--- src/rtl/bka_pkg.sv ---
// -----------------------------------------------------------------------------
// bka_pkg
// Shared definitions for the Brent-Kung prefix adder slice.
//   BKA_WIDTH : default operand width of the adder
//   gp_t      : one (generate, propagate) pair, the unit value carried
//               between levels of the prefix tree
//   bka_levels: number of prefix levels needed for a given width
// -----------------------------------------------------------------------------
package bka_pkg;

    localparam int BKA_WIDTH = 4;

    typedef struct packed {
        logic g;
        logic p;
    } gp_t;

    // A Brent-Kung tree over a power-of-two width needs log2(W) up-sweep
    // levels followed by log2(W)-1 down-sweep levels.
    function automatic int bka_levels(input int width);
        return 2 * $clog2(width) - 1;
    endfunction

endpackage

--- src/rtl/bk_prefix_cell.sv ---
// -----------------------------------------------------------------------------
// bk_prefix_cell
// Black cell of the prefix tree: merges a high-order group (gh, ph) with the
// adjacent low-order group (gl, pl) into one combined group (g, p).
//   gh, ph : group generate/propagate of the more significant span
//   gl, pl : group generate/propagate of the less significant span
//   g, p   : generate/propagate of the merged span
// Purely combinational.
// -----------------------------------------------------------------------------
module bk_prefix_cell (
    input  logic gh,
    input  logic ph,
    input  logic gl,
    input  logic pl,
    output logic g,
    output logic p
);

    // The merged span generates if the high part generates on its own, or
    // if it propagates a carry generated by the low part.
    assign g = gh | (ph & gl);
    assign p = ph & pl;

endmodule

--- src/rtl/bka4_adder.sv ---
// -----------------------------------------------------------------------------
// bka4_adder
// Registered Brent-Kung parallel-prefix adder computing a + b + cin. Both the
// sum and the carry out of every bit position are registered, so downstream
// flag logic can pick up overflow and intermediate carries directly.
//   clk       : rising-edge clock
//   rst_n     : asynchronous active-low reset, clears all outputs
//   in_valid  : a, b and cin are meaningful this cycle
//   a, b      : unsigned operands
//   cin       : carry into bit 0
//   out_valid : s and c hold a result captured on the previous edge
//   s         : sum bits (result modulo 2^WIDTH)
//   c         : carry out of each bit; c[WIDTH-1] is the adder carry-out
// WIDTH must be a power of two and at least 2.
// -----------------------------------------------------------------------------
module bka4_adder
    import bka_pkg::*;
#(
    parameter int WIDTH = BKA_WIDTH
) (
    input  logic             clk,
    input  logic             rst_n,
    input  logic             in_valid,
    input  logic [WIDTH-1:0] a,
    input  logic [WIDTH-1:0] b,
    input  logic             cin,
    output logic             out_valid,
    output logic [WIDTH-1:0] s,
    output logic [WIDTH-1:0] c
);

    localparam int LOG2W      = $clog2(WIDTH);
    localparam int NUM_LEVELS = bka_levels(WIDTH);

    logic [WIDTH-1:0] g_bit;
    logic [WIDTH-1:0] p_bit;
    logic [WIDTH-1:0] carry;
    logic [WIDTH-1:0] sum;
    logic [WIDTH-1:0] final_p;
    logic             unused_final_p;

    assign g_bit = a & b;
    assign p_bit = a ^ b;

    // Level 0 holds the per-bit (g, p) pairs, with cin folded into bit 0 so
    // that every group generate seen by the tree already accounts for it.
    // Levels 1..LOG2W are the up-sweep at strides 1, 2, 4, ...; the
    // remaining levels are the down-sweep that fills in the positions the
    // up-sweep skipped. Nodes without a cell at a level pass straight through.
    for (genvar lv = 0; lv <= NUM_LEVELS; lv++) begin : gen_level
        gp_t [WIDTH-1:0] nodes;

        if (lv == 0) begin : gen_leaf
            for (genvar i = 0; i < WIDTH; i++) begin : gen_bit
                if (i == 0) begin : gen_fold
                    assign nodes[i].g = g_bit[0] | (p_bit[0] & cin);
                    assign nodes[i].p = p_bit[0];
                end else begin : gen_plain
                    assign nodes[i].g = g_bit[i];
                    assign nodes[i].p = p_bit[i];
                end
            end
        end else begin : gen_tree
            localparam bit UP   = (lv <= LOG2W);
            localparam int K    = UP ? (lv - 1) : (NUM_LEVELS - lv);
            localparam int DIST = 1 << K;

            for (genvar i = 0; i < WIDTH; i++) begin : gen_node
                // Up-sweep cells sit on spans ending at multiples of 2*DIST;
                // down-sweep cells sit halfway between those, beyond the
                // first block where the prefix is already complete.
                localparam bit COMBINE = UP ?
                    (((i + 1) % (2 * DIST)) == 0) :
                    ((((i + 1) % (2 * DIST)) == DIST) && (i >= 2 * DIST));

                if (COMBINE) begin : gen_cell
                    bk_prefix_cell u_cell (
                        .gh (gen_level[lv-1].nodes[i].g),
                        .ph (gen_level[lv-1].nodes[i].p),
                        .gl (gen_level[lv-1].nodes[i-DIST].g),
                        .pl (gen_level[lv-1].nodes[i-DIST].p),
                        .g  (nodes[i].g),
                        .p  (nodes[i].p)
                    );
                end else begin : gen_pass
                    assign nodes[i] = gen_level[lv-1].nodes[i];
                end
            end
        end
    end

    // After the last level every node holds the group over bits i..0
    // including cin, so its generate is exactly the carry out of bit i.
    for (genvar i = 0; i < WIDTH; i++) begin : gen_carry
        assign carry[i]   = gen_level[NUM_LEVELS].nodes[i].g;
        assign final_p[i] = gen_level[NUM_LEVELS].nodes[i].p;
    end

    // Group propagates of the final level are not needed by the sum.
    assign unused_final_p = ^final_p;

    assign sum = p_bit ^ {carry[WIDTH-2:0], cin};

    // Single output register stage. A cycle without in_valid only drops the
    // valid flag; the last result stays visible on s and c.
    always_ff @(posedge clk or negedge rst_n) begin
        if (!rst_n) begin
            out_valid <= 1'b0;
            s         <= '0;
            c         <= '0;
        end else if (in_valid) begin
            out_valid <= 1'b1;
            s         <= sum;
            c         <= carry;
        end else begin
            out_valid <= 1'b0;
        end
    end

endmodule

--- config.mk ---
export PLATFORM = sky130hd
export DESIGN_NAME = bka4_adder
export DESIGN_NICKNAME = d
export VERILOG_FILES = /design/src/rtl/bka_pkg.sv /design/src/rtl/bk_prefix_cell.sv /design/src/rtl/bka4_adder.sv
export SDC_FILE = /design/constraint.sdc
export NUM_CORES = 1
export LEC_CHECK = 0
export ABC_AREA = 1
export CORE_MARGIN = 2
export CORE_UTILIZATION = 30
export CTS_CLUSTER_SIZE = 30
export DETAILED_ROUTE_END_ITERATION = 8
export HOLD_SLACK_MARGIN = 0.02
export PLACE_DENSITY = 0.57
export SLEW_MARGIN = 20
export SYNTH_ARGS = -nofsm -noshare
export SYNTH_HDL_FRONTEND = slang
export SYNTH_SLANG_ARGS = --single-unit
--- constraint.sdc ---
create_clock -name clk -period 0.8 [get_ports clk]
set_input_delay 0.24 -clock clk [delete_from_list [all_inputs] [get_ports clk]]
set_output_delay 0.24 -clock clk [all_outputs]
set_load 0.1 [all_outputs]
==> impl_metrics.json, run 1 <==
{
  "yosys.area.top_type": "sky130_fd_sc_hd__dfrtp_1",
  "critical_path_required_ns": 0.96,
  "globalplace.congestion": 0.6653,
  "violated_checks": "negative setup slack",
  "max_freq_mhz": 642.3,
  "core_area_sq_mm": 0.001471,
  "worstSkewPairLatency_ns": 0.26,
  "seq_area_frac_synth_pct": 48.39,
  "filler_cell_count": 123,
  "rsz0062_at_grt": "yes",
  "global_route.overflow_total": 0,
  "fp.dieArea_sq_mm": 0.001883,
  "post_cts_hold_buffer_count": 0,
  "grt_pass1_wl_mm": 1.952,
  "clock_skew_ns": 0,
  "worst_pin_slew_ns": 0.1491,
  "drc": 0,
  "floorplan.initialDensity_pct": 31.63,
  "die-height_microns": 43.39,
  "syn-num-nets": 63,
  "cts-root-to-sink-buffers": 2,
  "grt_start_max_net_pins": 13,
  "post_synth_instance_area_sq_um": 465.4,
  "area_growth_pct": 115.1,
  "routed-via-count": 440,
  "avg_vias_per_cell": 4.356,
  "r2r.worst_path.cells": 4,
  "synth.distinct_cells": 11,
  "cts.reportedPaths.clkPinSlew_ns": 0.07,
  "drt_iter0_drc": 14,
  "routed_wirelength_mm": 1.183,
  "setup_violations": 16,
  "dpl_worst_slack_ns": -1.579,
  "crit_path_end_kind": "register",
  "hold_crit_path_type": "in -> async",
  "synthMostInstantiatedCell": "sky130_fd_sc_hd__nand2_1",
  "drv.max_cap_violation_count": 0,
  "average_detailed_routed_wire_length_per_instance_microns": 11.71,
  "cts.htree.levels": 1,
  "num_rows": 14,
  "drt_pass1_iterations": 4,
  "clk_root_buffer_cell": "sky130_fd_sc_hd__clkbuf_4",
  "crit_arrival_ns": 1.72,
  "static-leakage-power_nw": 0.4766,
  "p_total_w": 0.002082,
  "cts_tree": "built",
  "synth_ff_type": "sky130_fd_sc_hd__dfrtp_1",
  "count_of_antenna_diodes_in_the_layout": 0,
  "final_design_area_no_fill_sq_mm": 0.001001,
  "commonest_cells_in_the_netlist": "sky130_fd_sc_hd__nand2_1, sky130_fd_sc_hd__dfrtp_1, sky130_fd_sc_hd__inv_1, sky130_fd_sc_hd__o21ai_2, sky130_fd_sc_hd__fa_1",
  "timing.final.crit_share_pct": 194.6,
  "via_count_of_the_first_global_routing_pass": 438,
  "synth_edf_count": 0,
  "antenna_found_initial": 0,
  "drt.antenna.violating_nets": 0,
  "ys_warn_count": 0,
  "postPlaceCellArea_sq_um": 870.8,
  "max-slew-margin-rel_pct": 90.06,
  "die_width_microns": 43.39,
  "worstSetupPathType": "in -> reg",
  "synth_top_area_share_pct": 48.39,
  "dp_hpwl_microns": 813.1,
  "timing.final.hold_violations": 0,
  "layout-drive-gt1-share_pct": 63.53,
  "critical_path_launch_point_type": "input pin",
  "synth_area_leaders": "sky130_fd_sc_hd__dfrtp_1, sky130_fd_sc_hd__nand2_1, sky130_fd_sc_hd__fa_1, sky130_fd_sc_hd__o21ai_2, sky130_fd_sc_hd__ha_1",
  "post_synth_inst_count": 46,
  "status": "complete, but fails checks",
  "p_per_area_mw_per_mm2": 2080,
  "whs_ns": 0.3018,
  "finalWorstPathRequiredPeriod_ns": 1.557,
  "finish.net_count": 103,
  "final.setup.worst_slack_ns": -0.7570,
  "ios": 21,
  "cts-buffers-inserted": 3,
  "groute.usage.overall_pct": 15.20,
  "postSynth.asyncResetShare_pct": 100.0,
  "path_max_fanout": 2,
  "worst_ir_drop_vdd_uv": 930.5,
  "portBuffers": 20,
  "ys_seq_elements": 9,
  "numClockSinks": 9,
  "synthesized_area_divided_by_synthesized_cell_count_sq_um": 10.12,
  "drv_slew": 0
}
==> final timing paths <==
kind,end,slack (ns),startpoint
max in group asynchronous,c[0],0.38,rst_n
min in group clk,s[0],0.39,cin
hold reg to reg,c[3],0.56,c[3]
setup reg to reg,c[0],-0.16,c[0]
hold / removal,s[1],0.30,rst_n
setup / recovery,s[2],-0.76,cin
==> critical path, stage by stage <==
cell and delay (ns):
sky130_fd_sc_hd__buf_8 0.08, sky130_fd_sc_hd__inv_8 0.03, sky130_fd_sc_hd__fa_2 0.40, sky130_fd_sc_hd__fa_2 0.37
sky130_fd_sc_hd__inv_2 0.07, sky130_fd_sc_hd__fa_1 0.41, sky130_fd_sc_hd__nand2_1 0.08, sky130_fd_sc_hd__nand2_1 0.05
==> timing repair <==
item / in CTS / in global routing
endpoints found under the setup margin: 17 / 16
gates resized for setup: 29 / 1
setup buffers: 10 / 2
pin swaps: 6 / 1
==> cell families (layout without fill, tap and decap cells) <==
family | Yosys count | in the layout | synth area share (%)
AND/OR/NAND/NOR | 18 | 18 | 14.78
adder cells (fa/ha/maj) | 5 | 5 | 18.28
flip-flops | 9 | 9 | 48.39
XOR/XNOR | 1 | 1 | 1.882
buffers and inverters | 8 | 47 | 8.063
AO/OA/AOI/OAI | 5 | 5 | 8.600
==> layout make-up <==
cell class / instances / area (sq um) / share of cell area, %
clock buffers: 3 / 22.52 / 2.250
clock inverters: 1 / 5.005 / 0.5000
inverters: 7 / 36.28 / 3.625
multi-input cells: 29 / 210.2 / 21.00
flip-flops and latches: 9 / 259.0 / 25.87
well taps: 16 / 20.02 / 2.000
repair buffers: 36 / 447.9 / 44.75
==> routing by layer <==
metal / GRT usage (%) / up-vias / part of all wire [%]
li1: - / 219 / -
met1: 17.84 / 198 / 41
met2: 25.07 / 19 / 51
met3: 1.250 / 4 / 4.0
met4: 12.73 / 0 / 3.3
met5: 0 / - / 0
==> sequential cells by signal (all words and copies together) (netlist names) <==
signal	cells
out_valid	1
c	4
s	4
==> stage by stage <==
step,TNS [ns],utilization [%],instances
after CTS,-7.328,67.52,100
after global placement,-10.30,59.18,87
final,-7.402,68.03,101
after global routing,-8.001,68.03,101
after floorplan,-4.473,-,46
after detailed placement,-10.54,59.18,87
==> power by group <==
group | leakage (nW) | internal [W] | switching [W]
Combinational | 0.360 | 0.000453 | 0.000633
Sequential | 0.0993 | 0.000556 | 0.0000687
Clock | 0.0177 | 0.000185 | 0.000187
==> cells in the final DEF (no fill, tap or decap), drive strengths merged, types with 2 or more instances in the layout <==
cell type	count
clkdlybuf4s50	5
ha	2
dfrtp	9
fa	3
dlygate4sd2	3
inv	7
buf	28
o21ai	4
clkbuf	3
nand2	17
(Power assumes the default switching activity.)
==> run 2, diff against run 1 <==
SLEW_MARGIN = 30   (was 20)
==> results of run 2 <==
Same layout as run 1: the final DEF is identical, and so are final timing and power.
